## config.mk

```make
export PLATFORM = sky130hd
export DESIGN_NAME = multiplier_datapath_tainttrack_flat
export DESIGN_NICKNAME = d
export VERILOG_FILES = /design/src/rtl/multiplier_datapath_tainttrack_if.sv /design/src/rtl/multiplier_datapath_tainttrack.sv /design/src/flat_wrapper.sv
export SDC_FILE = /design/constraint.sdc
export NUM_CORES = 1
export LEC_CHECK = 0
export BUFFER_PORTS_ARGS = -buffer_cell sky130_fd_sc_hd__clkbuf_2
export CAP_MARGIN = 20
export CORE_ASPECT_RATIO = 1.2
export CORE_MARGIN = 2
export CORE_UTILIZATION = 52
export DETAILED_ROUTE_END_ITERATION = 7
export GPL_TIMING_DRIVEN = 0
export PLACE_DENSITY = 0.75
export SLEW_MARGIN = 5
export SYNTH_ARGS = -nofsm -noshare
export SYNTH_HDL_FRONTEND = slang
export SYNTH_SLANG_ARGS = --single-unit
export TNS_END_PERCENT = 30
```

## constraint.sdc

```tcl
create_clock -name clk -period 2 [get_ports clk]
set_clock_uncertainty 0.05 [all_clocks]
set_input_delay 0.4 -clock clk [delete_from_list [all_inputs] [get_ports clk]]
set_output_delay 0.4 -clock clk [all_outputs]
set_load 0.01 [all_outputs]
```

## src/rtl/multiplier_datapath_tainttrack_if.sv

```systemverilog
// Bundle between the shift-add multiplier control FSM and its taint-tracked datapath.
// Each data/control signal travels with its GLIFT taint shadow.
interface multiplier_datapath_tainttrack_if #(
   parameter int unsigned WIDTH = 4
);
   logic [WIDTH-1:0]   md_in;
   logic [WIDTH-1:0]   md_in_t;
   logic [WIDTH-1:0]   mr_in;
   logic [WIDTH-1:0]   mr_in_t;
   logic               rsload;
   logic               rsclear;
   logic               rsshr;
   logic               rsload_t;
   logic               rsclear_t;
   logic               rsshr_t;
   logic               mrld;
   logic               mdld;
   logic               mrld_t;
   logic               mdld_t;
   logic               done_in;
   logic               done_in_t;
   logic [WIDTH-1:0]   multiplierReg;
   logic [WIDTH-1:0]   multiplierReg_t;
   logic [2*WIDTH-1:0] product;
   logic [2*WIDTH-1:0] product_t;
   logic               product_valid;
   logic               product_valid_t;

   modport master (
      output md_in, md_in_t, mr_in, mr_in_t,
      output rsload, rsclear, rsshr, rsload_t, rsclear_t, rsshr_t,
      output mrld, mdld, mrld_t, mdld_t, done_in, done_in_t,
      input  multiplierReg, multiplierReg_t,
      input  product, product_t, product_valid, product_valid_t
   );

   modport slave (
      input  md_in, md_in_t, mr_in, mr_in_t,
      input  rsload, rsclear, rsshr, rsload_t, rsclear_t, rsshr_t,
      input  mrld, mdld, mrld_t, mdld_t, done_in, done_in_t,
      output multiplierReg, multiplierReg_t,
      output product, product_t, product_valid, product_valid_t
   );
endinterface

```

## src/rtl/multiplier_datapath_tainttrack.sv

```systemverilog
// Shift-add multiplier datapath with a GLIFT taint shadow on every register.
// The result register rs is 2*WIDTH+1 bits; bit 2*WIDTH catches the add carry.
module multiplier_datapath_tainttrack #(
   parameter int unsigned WIDTH = 4
) (
   input logic                             clk,
   input logic                             rst,
   multiplier_datapath_tainttrack_if.slave bus
);
   localparam int unsigned RW = 2*WIDTH + 1;
   localparam int unsigned PW = 2*WIDTH;

   logic [WIDTH-1:0] md_q, md_d, md_t_q, md_t_d;
   logic [WIDTH-1:0] mr_q, mr_d, mr_t_q, mr_t_d;
   logic [RW-1:0]    rs_q, rs_d, rs_t_q, rs_t_d;
   logic [PW-1:0]    product_q, product_d, product_t_q, product_t_d;
   logic             pv_q, pv_d, pv_t_q, pv_t_d;

   logic [WIDTH:0]   sum_t;
   logic             acc_t;
   logic             ctl_t;

   always_comb begin
      md_d   = bus.mdld ? bus.md_in : md_q;
      md_t_d = (bus.mdld ? bus.md_in_t : md_t_q) | {WIDTH{bus.mdld_t}};
      mr_d   = bus.mrld ? bus.mr_in : mr_q;
      mr_t_d = (bus.mrld ? bus.mr_in_t : mr_t_q) | {WIDTH{bus.mrld_t}};
   end

   // Adder taint: a tainted input bit can ripple into every higher sum bit via carry.
   always_comb begin
      acc_t = 1'b0;
      sum_t = '0;
      for (int unsigned i = 0; i < WIDTH; i++) begin
         acc_t    = acc_t | rs_t_q[WIDTH+i] | md_t_q[i];
         sum_t[i] = acc_t;
      end
      sum_t[WIDTH] = sum_t[WIDTH-1];
   end

   always_comb begin
      rs_d   = rs_q;
      rs_t_d = rs_t_q;
      ctl_t  = bus.rsload_t | bus.rsclear_t | bus.rsshr_t;
      if (bus.rsclear) begin
         rs_d   = '0;
         rs_t_d = '0;
      end else if (bus.rsload) begin
         rs_d[2*WIDTH:WIDTH]   = {1'b0, rs_q[2*WIDTH-1:WIDTH]} + {1'b0, md_q};
         rs_t_d[2*WIDTH:WIDTH] = sum_t;
      end else if (bus.rsshr) begin
         rs_d   = {1'b0, rs_q[RW-1:1]};
         rs_t_d = {1'b0, rs_t_q[RW-1:1]};
      end
      // A tainted control could have selected any operation, so all of rs is tainted.
      rs_t_d = rs_t_d | {RW{ctl_t}};
   end

   always_comb begin
      product_d   = bus.done_in ? rs_d[PW-1:0] : product_q;
      product_t_d = (bus.done_in ? rs_t_d[PW-1:0] : product_t_q) | {PW{bus.done_in_t}};
      pv_d        = bus.done_in;
      pv_t_d      = bus.done_in_t;
   end

   always_ff @(posedge clk) begin
      if (rst) begin
         md_q        <= '0;
         md_t_q      <= '0;
         mr_q        <= '0;
         mr_t_q      <= '0;
         rs_q        <= '0;
         rs_t_q      <= '0;
         product_q   <= '0;
         product_t_q <= '0;
         pv_q        <= 1'b0;
         pv_t_q      <= 1'b0;
      end else begin
         md_q        <= md_d;
         md_t_q      <= md_t_d;
         mr_q        <= mr_d;
         mr_t_q      <= mr_t_d;
         rs_q        <= rs_d;
         rs_t_q      <= rs_t_d;
         product_q   <= product_d;
         product_t_q <= product_t_d;
         pv_q        <= pv_d;
         pv_t_q      <= pv_t_d;
      end
   end

   assign bus.multiplierReg   = mr_q;
   assign bus.multiplierReg_t = mr_t_q;
   assign bus.product         = product_q;
   assign bus.product_t       = product_t_q;
   assign bus.product_valid   = pv_q;
   assign bus.product_valid_t = pv_t_q;
endmodule

```

## src/flat_wrapper.sv

```systemverilog
// flat-port wrapper written by rule: the top's interface ports become plain ports
module multiplier_datapath_tainttrack_flat 
#(
   parameter int unsigned WIDTH = 4
)
  (clk, rst, bus_md_in, bus_md_in_t, bus_mr_in, bus_mr_in_t, bus_rsload, bus_rsclear, bus_rsshr, bus_rsload_t, bus_rsclear_t, bus_rsshr_t, bus_mrld, bus_mdld, bus_mrld_t, bus_mdld_t, bus_done_in, bus_done_in_t, bus_multiplierReg, bus_multiplierReg_t, bus_product, bus_product_t, bus_product_valid, bus_product_valid_t);
  multiplier_datapath_tainttrack_if #(.WIDTH(WIDTH)) bus_i ();
  input logic clk;
  input logic rst;
  input wire logic [$bits(bus_i.md_in)-1:0] bus_md_in;
  input wire logic [$bits(bus_i.md_in_t)-1:0] bus_md_in_t;
  input wire logic [$bits(bus_i.mr_in)-1:0] bus_mr_in;
  input wire logic [$bits(bus_i.mr_in_t)-1:0] bus_mr_in_t;
  input wire logic [$bits(bus_i.rsload)-1:0] bus_rsload;
  input wire logic [$bits(bus_i.rsclear)-1:0] bus_rsclear;
  input wire logic [$bits(bus_i.rsshr)-1:0] bus_rsshr;
  input wire logic [$bits(bus_i.rsload_t)-1:0] bus_rsload_t;
  input wire logic [$bits(bus_i.rsclear_t)-1:0] bus_rsclear_t;
  input wire logic [$bits(bus_i.rsshr_t)-1:0] bus_rsshr_t;
  input wire logic [$bits(bus_i.mrld)-1:0] bus_mrld;
  input wire logic [$bits(bus_i.mdld)-1:0] bus_mdld;
  input wire logic [$bits(bus_i.mrld_t)-1:0] bus_mrld_t;
  input wire logic [$bits(bus_i.mdld_t)-1:0] bus_mdld_t;
  input wire logic [$bits(bus_i.done_in)-1:0] bus_done_in;
  input wire logic [$bits(bus_i.done_in_t)-1:0] bus_done_in_t;
  output wire logic [$bits(bus_i.multiplierReg)-1:0] bus_multiplierReg;
  output wire logic [$bits(bus_i.multiplierReg_t)-1:0] bus_multiplierReg_t;
  output wire logic [$bits(bus_i.product)-1:0] bus_product;
  output wire logic [$bits(bus_i.product_t)-1:0] bus_product_t;
  output wire logic [$bits(bus_i.product_valid)-1:0] bus_product_valid;
  output wire logic [$bits(bus_i.product_valid_t)-1:0] bus_product_valid_t;
  assign bus_i.md_in = bus_md_in;
  assign bus_i.md_in_t = bus_md_in_t;
  assign bus_i.mr_in = bus_mr_in;
  assign bus_i.mr_in_t = bus_mr_in_t;
  assign bus_i.rsload = bus_rsload;
  assign bus_i.rsclear = bus_rsclear;
  assign bus_i.rsshr = bus_rsshr;
  assign bus_i.rsload_t = bus_rsload_t;
  assign bus_i.rsclear_t = bus_rsclear_t;
  assign bus_i.rsshr_t = bus_rsshr_t;
  assign bus_i.mrld = bus_mrld;
  assign bus_i.mdld = bus_mdld;
  assign bus_i.mrld_t = bus_mrld_t;
  assign bus_i.mdld_t = bus_mdld_t;
  assign bus_i.done_in = bus_done_in;
  assign bus_i.done_in_t = bus_done_in_t;
  assign bus_multiplierReg = bus_i.multiplierReg;
  assign bus_multiplierReg_t = bus_i.multiplierReg_t;
  assign bus_product = bus_i.product;
  assign bus_product_t = bus_i.product_t;
  assign bus_product_valid = bus_i.product_valid;
  assign bus_product_valid_t = bus_i.product_valid_t;
  multiplier_datapath_tainttrack #(.WIDTH(WIDTH)) u_core (.clk(clk), .rst(rst), .bus(bus_i));
endmodule
```

## Yosys cells after proc, flatten, opt, wreduce, memory -nomap -nowiden

Index checks and enable logic that the tools add are counted.

| word-level totals | value |
|---|---|
| register bits | 52 |
| input port bits | 30 |
| output and inout port bits | 26 |
| logic and storage cells | 38 |

| cells by class | value |
|---|---|
| $add $sub $neg | 1 |
| mux-type cells | 11 |
| bitwise logic cells | 13 |
| reductions and logical operators | 2 |

Operators by type and width:

| cell | number |
|---|---|
| $mux W9 | 3 |
| $mux W4 | 4 |
| $mux W8 | 2 |
| $mux W5 | 2 |
| $or A1 B1 Y1 | 9 |
| $or A9 B9 Y9 | 1 |
| $or A4 B4 Y4 | 2 |
| $or A8 B8 Y8 | 1 |
| $add A4 B4 Y5 | 1 |
| $reduce_bool A2 Y1 | 1 |
| $reduce_or A2 Y1 | 1 |

## Depth between registers and ports, before layout

Gate-level depths: netlist (run 1).

| depth | value |
|---|---|
| word-level depth | 12 |
| depth in mapped cells | 6 |
| mapped depth without buffers | 6 |

## Worst setup path after synthesis (run 1)

Ideal clock, no wire load.

| timing | value |
|---|---|
| path kind | register to register |
| start point | register u_core.rs_q[4] |
| end point | register u_core.rs_q[8] |
| library setup time | 132 ps |
| arrival time | 1394 ps |
| required time | 1818 ps |
| path slack | 424 ps |
| stages on the path, launching flop included | 7 |
| path buffers | 0 |
| clock period less this slack | 1576 ps |
| cells stage by stage | dfxtp_1 ha_1 fa_1 a21o_1 a21o_1 a21oi_1 nor3_1 |

| between the ends | value |
|---|---|
| cells in the longest elaborated chain, start to end | 2 |

Ends and longest elaborated chain:

| item | RTL line | RTL |
|---|---|---|
| start: declaration | multiplier_datapath_tainttrack.sv:15 | `logic [RW-1:0] rs_q, rs_d, rs_t_q, rs_t_d;` |
| start signal: assignment | multiplier_datapath_tainttrack.sv:83 | `rs_q <= rs_d;` |
| $add A4 B4 Y5 | multiplier_datapath_tainttrack.sv:49 | `rs_d[2*WIDTH:WIDTH] = {1'b0, rs_q[2*WIDTH-1:WIDTH]} + {1'b0, md_q};` |
| $mux W5 | multiplier_datapath_tainttrack.sv:48 | `end else if (bus.rsload) begin` |

Every way passes these cells.
A chain may end at the register's enable or synchronous reset.

## Worst setup path after layout (run 1)

Same ends and word-level chain as after synthesis.

==> results of run 1 <==
==> worst min path at each step <==
| stage | endpoint | slack [ps] | depth (start not counted) |
|---|---|---|---|
| floorplan | u_core.md_q[0]$_SDFFE_PP0P_ | 410 | 2 |
| global placement | u_core.bus.product[7]$_SDFFE_PP0P_ | 400 | 2 |
| detailed placement | u_core.bus.product[7]$_SDFFE_PP0P_ | 410 | 2 |
| CTS | u_core.bus.multiplierReg[3]$_SDFFE_PP0P_ | 280 | 3 |
| global route | u_core.bus.multiplierReg_t[3]$_SDFF_PP0_ | 280 | 3 |
| finish | u_core.md_t_q[0]$_SDFF_PP0_ | 280 | 3 |
==> placed cells by master, fill, tap and decap left out, types with 3 or more instances in the layout <==
| master | Yosys | final |
|---|---|---|
| clkbuf_2 | 0 | 54 |
| dfxtp_1 | 52 | 52 |
| nor2_1 | 36 | 36 |
| mux2i_1 | 21 | 21 |
| a211oi_1 | 18 | 18 |
| clkbuf_1 | 10 | 10 |
| nor2b_1 | 9 | 9 |
| nor3_1 | 8 | 8 |
| nand2_1 | 8 | 8 |
| a21oi_1 | 7 | 7 |
| clkbuf_8 | 0 | 7 |
| and2_1 | 6 | 6 |
| o21a_1 | 6 | 6 |
| o31ai_1 | 5 | 5 |
| or3_1 | 4 | 4 |
| nor3b_1 | 4 | 4 |
| ha_1 | 4 | 4 |
| buf_4 | 3 | 3 |
| nand2b_1 | 3 | 3 |
| nand3_1 | 3 | 3 |
==> sequential cells by signal, indices dropped and copies added, names as in the netlist <==
name                        cells
u_core.md_q                     4
u_core.bus.product_valid_t      1
u_core.bus.multiplierReg_t      4
u_core.bus.product              8
u_core.rs_t_q                   9
u_core.md_t_q                   4
u_core.rs_q                     9
u_core.bus.product_t            8
u_core.bus.product_valid        1
u_core.bus.multiplierReg        4
==> cell type report <==
type / instances / area [um^2] / share of cell area (%)
Multi-Input combinational cell: 163 / 1084 / 40.39
Inverter: 3 / 11.26 / 0.4198
Clock buffer: 7 / 96.34 / 3.591
Clock inverter: 1 / 30.03 / 1.119
Timing Repair Buffer: 54 / 270.3 / 10.07
Buffer: 16 / 80.08 / 2.985
Tap cell: 56 / 70.07 / 2.612
Sequential cell: 52 / 1041 / 38.81
==> per-stage QoR <==
step / hold slack, ps / cell area [um^2]
floorplan: 414.7 / 2216
global placement: 404.0 / 2556
detailed placement: 411.1 / 2556
CTS: 275.1 / 2683
global route: 275.1 / 2683
finish: 277.6 / 2683
==> metal layers <==
metal  vias to the layer above  GRT usage, %  share of wire (%)
li1                        947             -                  -
met1                       833         24.91                 46
met2                        45         34.04                 48
met3                         5         4.874                5.1
met4                         0         5.797                1.3
met5                         -             0                  0
==> power by group through the flow <==
stage / Sequential (uW) / Clock [uW] / Combinational, uW
4_1_cts: 1120 / 785 / 260
6_report: 1120 / 770 / 258
2_1_floorplan: 1150 / 0 / 155
5_1_grt: 1130 / 827 / 288
3_3_place_gp: 1140 / 0 / 255
3_5_place_dp: 1140 / 0 / 260
==> logic make-up (layout without fill, tap and decap cells) <==
| group | after synthesis | after routing | synth area share (%) |
|---|---|---|---|
| AO/OA/AOI/OAI | 47 | 47 | 15.02 |
| AND/OR/NAND/NOR | 88 | 88 | 20.33 |
| buffers and inverters | 19 | 81 | 4.122 |
| flip-flops | 52 | 52 | 46.98 |
| adder cells (fa/ha/maj) | 5 | 5 | 3.162 |
| multiplexers | 22 | 22 | 9.994 |
| XOR/XNOR | 1 | 1 | 0.3953 |
==> worst min-delay path, cell delays in order <==
cell and delay [ps]:
clkbuf_2 70, a211oi_1 50, nor2_1 70
==> results.py, run 1 <==
metrics = {
    "run_status": {
        "status": "complete, no violations",
    },
    "synth": {
        "netlist_area_um2": 2216,
        "syn_avg_cell_area_um2": 9.470,
        "synth.most_common_cell": "dfxtp_1",
        "synthArstFlopShare_pct": 0,
        "synth_top_flop_cell": "dfxtp_1",
        "synth_edf_count": 0,
        "synth_seq_cells": 52,
        "syn_nets": 269,
        "netlist_instances": 234,
        "ys_seq_area_share_pct": 46.98,
        "synth_top_area_share_pct": 46.98,
        "synth_top_area_cell": "dfxtp_1",
        "yosys_warnings": 0,
        "synthTopCellsByArea": "dfxtp_1 (47%), mux2i_1 (9.5%), a211oi_1 (6.1%), nor2_1 (6.1%), nor2b_1 (2.5%)",
        "synth_cell_types": 40,
        "synth_common_cells": "dfxtp_1 (52), nor2_1 (36), mux2i_1 (21)",
    },
    "cts": {
        "cts_root_buf": "clkbuf_8",
        "cts_buffer_depth": 2,
        "post_cts_buffers": 0,
        "clock_latency_ps": 300,
        "tritoncts": "yes",
        "cts.clk_slew.worst_paths_ps": 90,
        "numClockSinks": 52,
        "cts-resized-gates": 0,
        "ctsHtreeMaxLevel": 2,
        "numCtsBuffers": 5,
        "hold_buffers": 0,
    },
    "grt": {
        "grt_pass1_wl_um": 7403,
        "grt_pass1_vias": 1605,
        "overflow": 0,
        "grt_usage_pct": 19.74,
        "grt_max_degree": 16,
        "antenna_found_initial": 0,
    },
    "power": {
        "comb_power_share_pct": 12.0,
        "seq_power_share_pct": 52.1,
        "power.density_nw_per_um2": 799.7,
        "p_int_uw": 1646,
        "switching_power_uw": 499.2,
        "swShare_pct": 23.27,
        "p_total_uw": 2145,
        "clkPwrFrac_pct": 35.9,
        "p_leak_uw": 0.001225,
        "vdd_drop_max_uv": 509.9,
    },
    "finish": {
        "fin_nets": 330,
        "num-fill-cells": 398,
        "syn_to_final_growth_pct": 21.06,
        "drive_gt1_share_pct": 23.99,
        "final_core_util_pct": 64.42,
        "diodes": 0,
        "fin_cells": 352,
    },
    "worst_setup_path": {
        "cp.arrival_ps": 1850,
        "path_cells": "ha_1 > fa_1 > a21o_1 > a21o_1 > a21oi_1 > nor3_1",
        "crit_path_end": "u_core.rs_q[8]$_SDFFE_PP0P_",
        "worstSetupPathDepth": 6,
        "reg2regPathDepth": 6,
        "critPathMaxStageDelay_ps": 410,
        "r2r-end": "u_core.rs_q[8]$_SDFFE_PP0P_",
        "cp.required_ps": 2120,
        "cp_common_cell": "a21o_1",
        "crit_path_start": "u_core.rs_q[4]$_SDFF_PP0_",
        "path_max_fanout": 3,
        "cp_slowest_cell": "fa_1",
        "worstSetupEndpointType": "register",
        "r2r-start": "u_core.rs_q[4]$_SDFF_PP0_",
        "criticalPathCategory": "register to register",
        "reg2reg_setup_slack_ps": 270,
        "crit_buf_inv": 0,
        "worst_setup_path_start_kind": "register",
        "critPathTopFamily": "adder cells",
    },
    "sta": {
        "worst_slack_ps": 266.8,
        "setup-tns-final_ps": 0,
        "setup_viol": 0,
        "worst_pin_slew_ps": 557.7,
        "rsz0062_at_grt": "no",
        "period_share_pct": 86.66,
        "slew_viol_final": 0,
        "hold_violations": 0,
        "min_period_ps": 1733,
        "fmax_mhz": 577.0,
        "slew_headroom_pct": 62.82,
    },
    "placed_design": {
        "hpwl_um": 3389,
        "dp_slack_ps": 319.4,
        "place_congestion": 0.7890,
        "port_buffers": 54,
        "dpl.cell_count": 344,
    },
    "floorplanning": {
        "die_h_um": 75.51,
        "dieWidth_um": 63.59,
        "initial_core_util_pct": 53.22,
        "core_um2": 4164,
        "io_pins": 56,
        "dieArea_um2": 4802,
        "rows": 26,
    },
    "drt": {
        "vias": 1830,
        "dr.pass1.iters": 4,
        "drc": 0,
        "drtIter0Drc": 79,
        "viasPerCell": 5.199,
        "routed_wl_um": 4527,
        "wl_per_cell_um": 12.86,
        "ant_nets": 0,
    },
    "min_path": {
        "hold_start": "bus_md_in_t[0]",
        "hp-class": "input pin to register",
    },
    "flow_run": {
        "max-cap-violations": 0,
    },
}
(Power assumes the default switching activity.)
==> inputs of run 2 (changes only) <==
--- a/config.mk
+++ b/config.mk
@@ -17,4 +17,4 @@
 export SYNTH_ARGS = -nofsm -noshare
 export SYNTH_HDL_FRONTEND = slang
 export SYNTH_SLANG_ARGS = --single-unit
-export TNS_END_PERCENT = 30
+export TNS_END_PERCENT = 50
==> constraint.sdc (replaced) <==
create_clock -name clk -period 1.6 [get_ports clk]
set_clock_uncertainty 0.05 [all_clocks]
set_input_delay 0.32 -clock clk [delete_from_list [all_inputs] [get_ports clk]]
set_output_delay 0.32 -clock clk [all_outputs]
set_load 0.01 [all_outputs]
==> run 2 against run 1 <==
  * Total power up 25%
  * Global-route usage is 0.26 points higher
  * Sequential share of layout area down 0.48 points
  * Non-clock buffer count stayed put
  * Flip-flop and latch count unchanged
  * Worst setup slack got worse by 260 ps
  * Wire length is 1.1% higher
  * Largest cell class unchanged
==> results.py, run 2 (synthesis gave the netlist of run 1 again) <==
metrics = {
    "run_status": {
        "status": "complete, no violations",
    },
    "grt": {
        "grt_usage_pct": 20.00,
        "grt_pass1_vias": 1584,
        "overflow": 0,
        "grt_max_degree": 16,
        "antenna_found_initial": 0,
        "grt_pass1_wl_um": 7514,
    },
    "power": {
        "p_leak_uw": 0.001226,
        "power.density_nw_per_um2": 988.4,
        "seq_power_share_pct": 52.0,
        "clkPwrFrac_pct": 35.8,
        "comb_power_share_pct": 12.2,
        "vdd_drop_max_uv": 621.1,
        "p_int_uw": 2062,
        "switching_power_uw": 628.7,
        "swShare_pct": 23.36,
    },
    "cts": {
        "numClockSinks": 52,
        "post_cts_buffers": 0,
        "clock_latency_ps": 300,
        "cts.clk_slew.worst_paths_ps": 90,
        "cts_root_buf": "clkbuf_8",
        "cts_buffer_depth": 2,
        "ctsHtreeMaxLevel": 2,
        "tritoncts": "yes",
        "numCtsBuffers": 5,
    },
    "finish": {
        "fin_nets": 330,
        "seq_area_um2": 1044,
        "final_core_util_pct": 65.38,
        "multi_input_area_um2": 1121,
        "drive_gt1_share_pct": 26.35,
        "reg_top3": "u_core.rs_q (9), u_core.rs_t_q (9)",
        "diodes": 0,
        "layout_common_cells": "clkbuf_2 (54), dfxtp_1 (50), nor2_1 (36)",
        "final_area_um2": 2723,
        "final_common_cell": "clkbuf_2",
        "syn_to_final_growth_pct": 22.87,
        "num-fill-cells": 390,
    },
    "worst_setup_path": {
        "r2r-start": "u_core.rs_q[4]$_SDFF_PP0_",
        "critPathTopFamily": "adder cells",
        "reg2regPathDepth": 6,
        "cp.required_ps": 1720,
        "cp_common_cell": "a21o_1",
        "worst_setup_path_start_kind": "register",
        "path_cells": "ha_4 > fa_2 > a21o_1 > a21o_1 > a21oi_2 > nor3_1",
        "worstSetupEndpointType": "register",
        "critPathMaxStageDelay_ps": 370,
        "cp_slowest_cell": "fa_2",
        "cp.arrival_ps": 1710,
        "r2r-end": "u_core.rs_q[8]$_SDFFE_PP0P_",
        "criticalPathCategory": "register to register",
        "reg2reg_setup_slack_ps": 8,
        "crit_buf_inv": 0,
        "path_max_fanout": 3,
    },
    "floorplanning": {
        "core_um2": 4164,
        "dieArea_um2": 4802,
        "rows": 26,
        "dieWidth_um": 63.59,
        "initial_core_util_pct": 53.22,
        "die_h_um": 75.51,
        "io_pins": 56,
    },
    "drt": {
        "vias": 1835,
        "ant_nets": 0,
        "drc": 0,
        "drtIter0Drc": 90,
        "wl_per_cell_um": 13.00,
        "dr.pass1.iters": 4,
        "viasPerCell": 5.213,
        "routed_wl_um": 4576,
    },
    "sta": {
        "setup_viol": 0,
        "hold_violations": 0,
        "slew_headroom_pct": 61.70,
        "hold_ws_ps": 198.2,
        "rsz0062_at_grt": "yes",
        "fmax_mhz": 628.2,
        "slew_viol_final": 0,
        "min_period_ps": 1592,
        "worst_pin_slew_ps": 572.3,
        "period_share_pct": 99.49,
    },
    "min_path": {
        "hp-class": "input pin to register",
        "whs_endpoint": "u_core.md_t_q[0]$_SDFF_PP0_",
        "hold_start": "bus_md_in_t[0]",
        "hold_depth": 3,
    },
    "placed_design": {
        "port_buffers": 54,
        "hpwl_um": 3389,
        "place_area_um2": 2556,
        "place_congestion": 0.7890,
    },
    "flow_run": {
        "max-cap-violations": 0,
    },
}
[run 2: power groups by stage]
stage,logic [uW],clock network (uW),registers (uW)
floorplan,194,0,1440
CTS,326,981,1400
detailed placement,324,0,1430
global placement,319,0,1430
global route,368,1030,1410
finish,329,962,1400
[run 2: worst max-delay path by stage]
stage                                          from                                  to  slack [ps]  cells past startpoint
final                     u_core.rs_q[4]$_SDFF_PP0_         u_core.rs_q[8]$_SDFFE_PP0P_           8                      6
after global routing      u_core.rs_q[4]$_SDFF_PP0_  u_core.bus.product[5]$_SDFFE_PP0P_         -80                      6
after CTS                 u_core.rs_q[4]$_SDFF_PP0_         u_core.rs_q[8]$_SDFFE_PP0P_           8                      6
after detailed placement  u_core.rs_q[4]$_SDFF_PP0_         u_core.rs_q[8]$_SDFFE_PP0P_         -80                      6
after global placement    u_core.rs_q[4]$_SDFF_PP0_         u_core.rs_q[8]$_SDFFE_PP0P_         -60                      6
after floorplan           u_core.rs_q[4]$_SDFF_PP0_         u_core.rs_q[8]$_SDFFE_PP0P_          20                      6
[run 2: worst min-delay path: cells and delay by family]
family	cells	cell delay, ps
buffers and inverters	1	70
and+or+nand+nor	1	70
AOI/OAI and AO/OA	1	50
[run 2: metal layers]
metal	up-vias	routed length, um	global-route usage (%)
met5	-	0	0
met4	0	56	5.797
met3	5	264	4.874
met2	50	2193	33.92
met1	834	2062	25.75
li1	946	-	-
[run 2: what timing repair did]
| action | 4_1_cts | 5_1_grt |
|---|---|---|
| setup endpoints to repair | 3 | 8 |
| hold buffers | 0 | 0 |
| pin swaps | 2 | 2 |
| gates resized for setup | 6 | 3 |
[run 2: final cells by class]
type | count | area share [%]
plain buffers | 16 | 2.941
clock buffers | 7 | 3.539
clock inverters | 1 | 1.103
inverters | 3 | 0.4136
multi-input cells | 163 | 41.18
flip-flops and latches | 52 | 38.33
well taps | 56 | 2.574
repair buffers | 54 | 9.926
[run 2: through the flow]
step	setup slack, ps	TNS, ps	power, uW	std cells
after global routing	-77.08	-160.3	2810	352
after global placement	-59.03	-90.20	1745	344
after CTS	7.624	0	2706	352
after detailed placement	-80.42	-127.3	1752	344
after floorplan	24.08	0	1629	234
final	8.215	0	2691	352
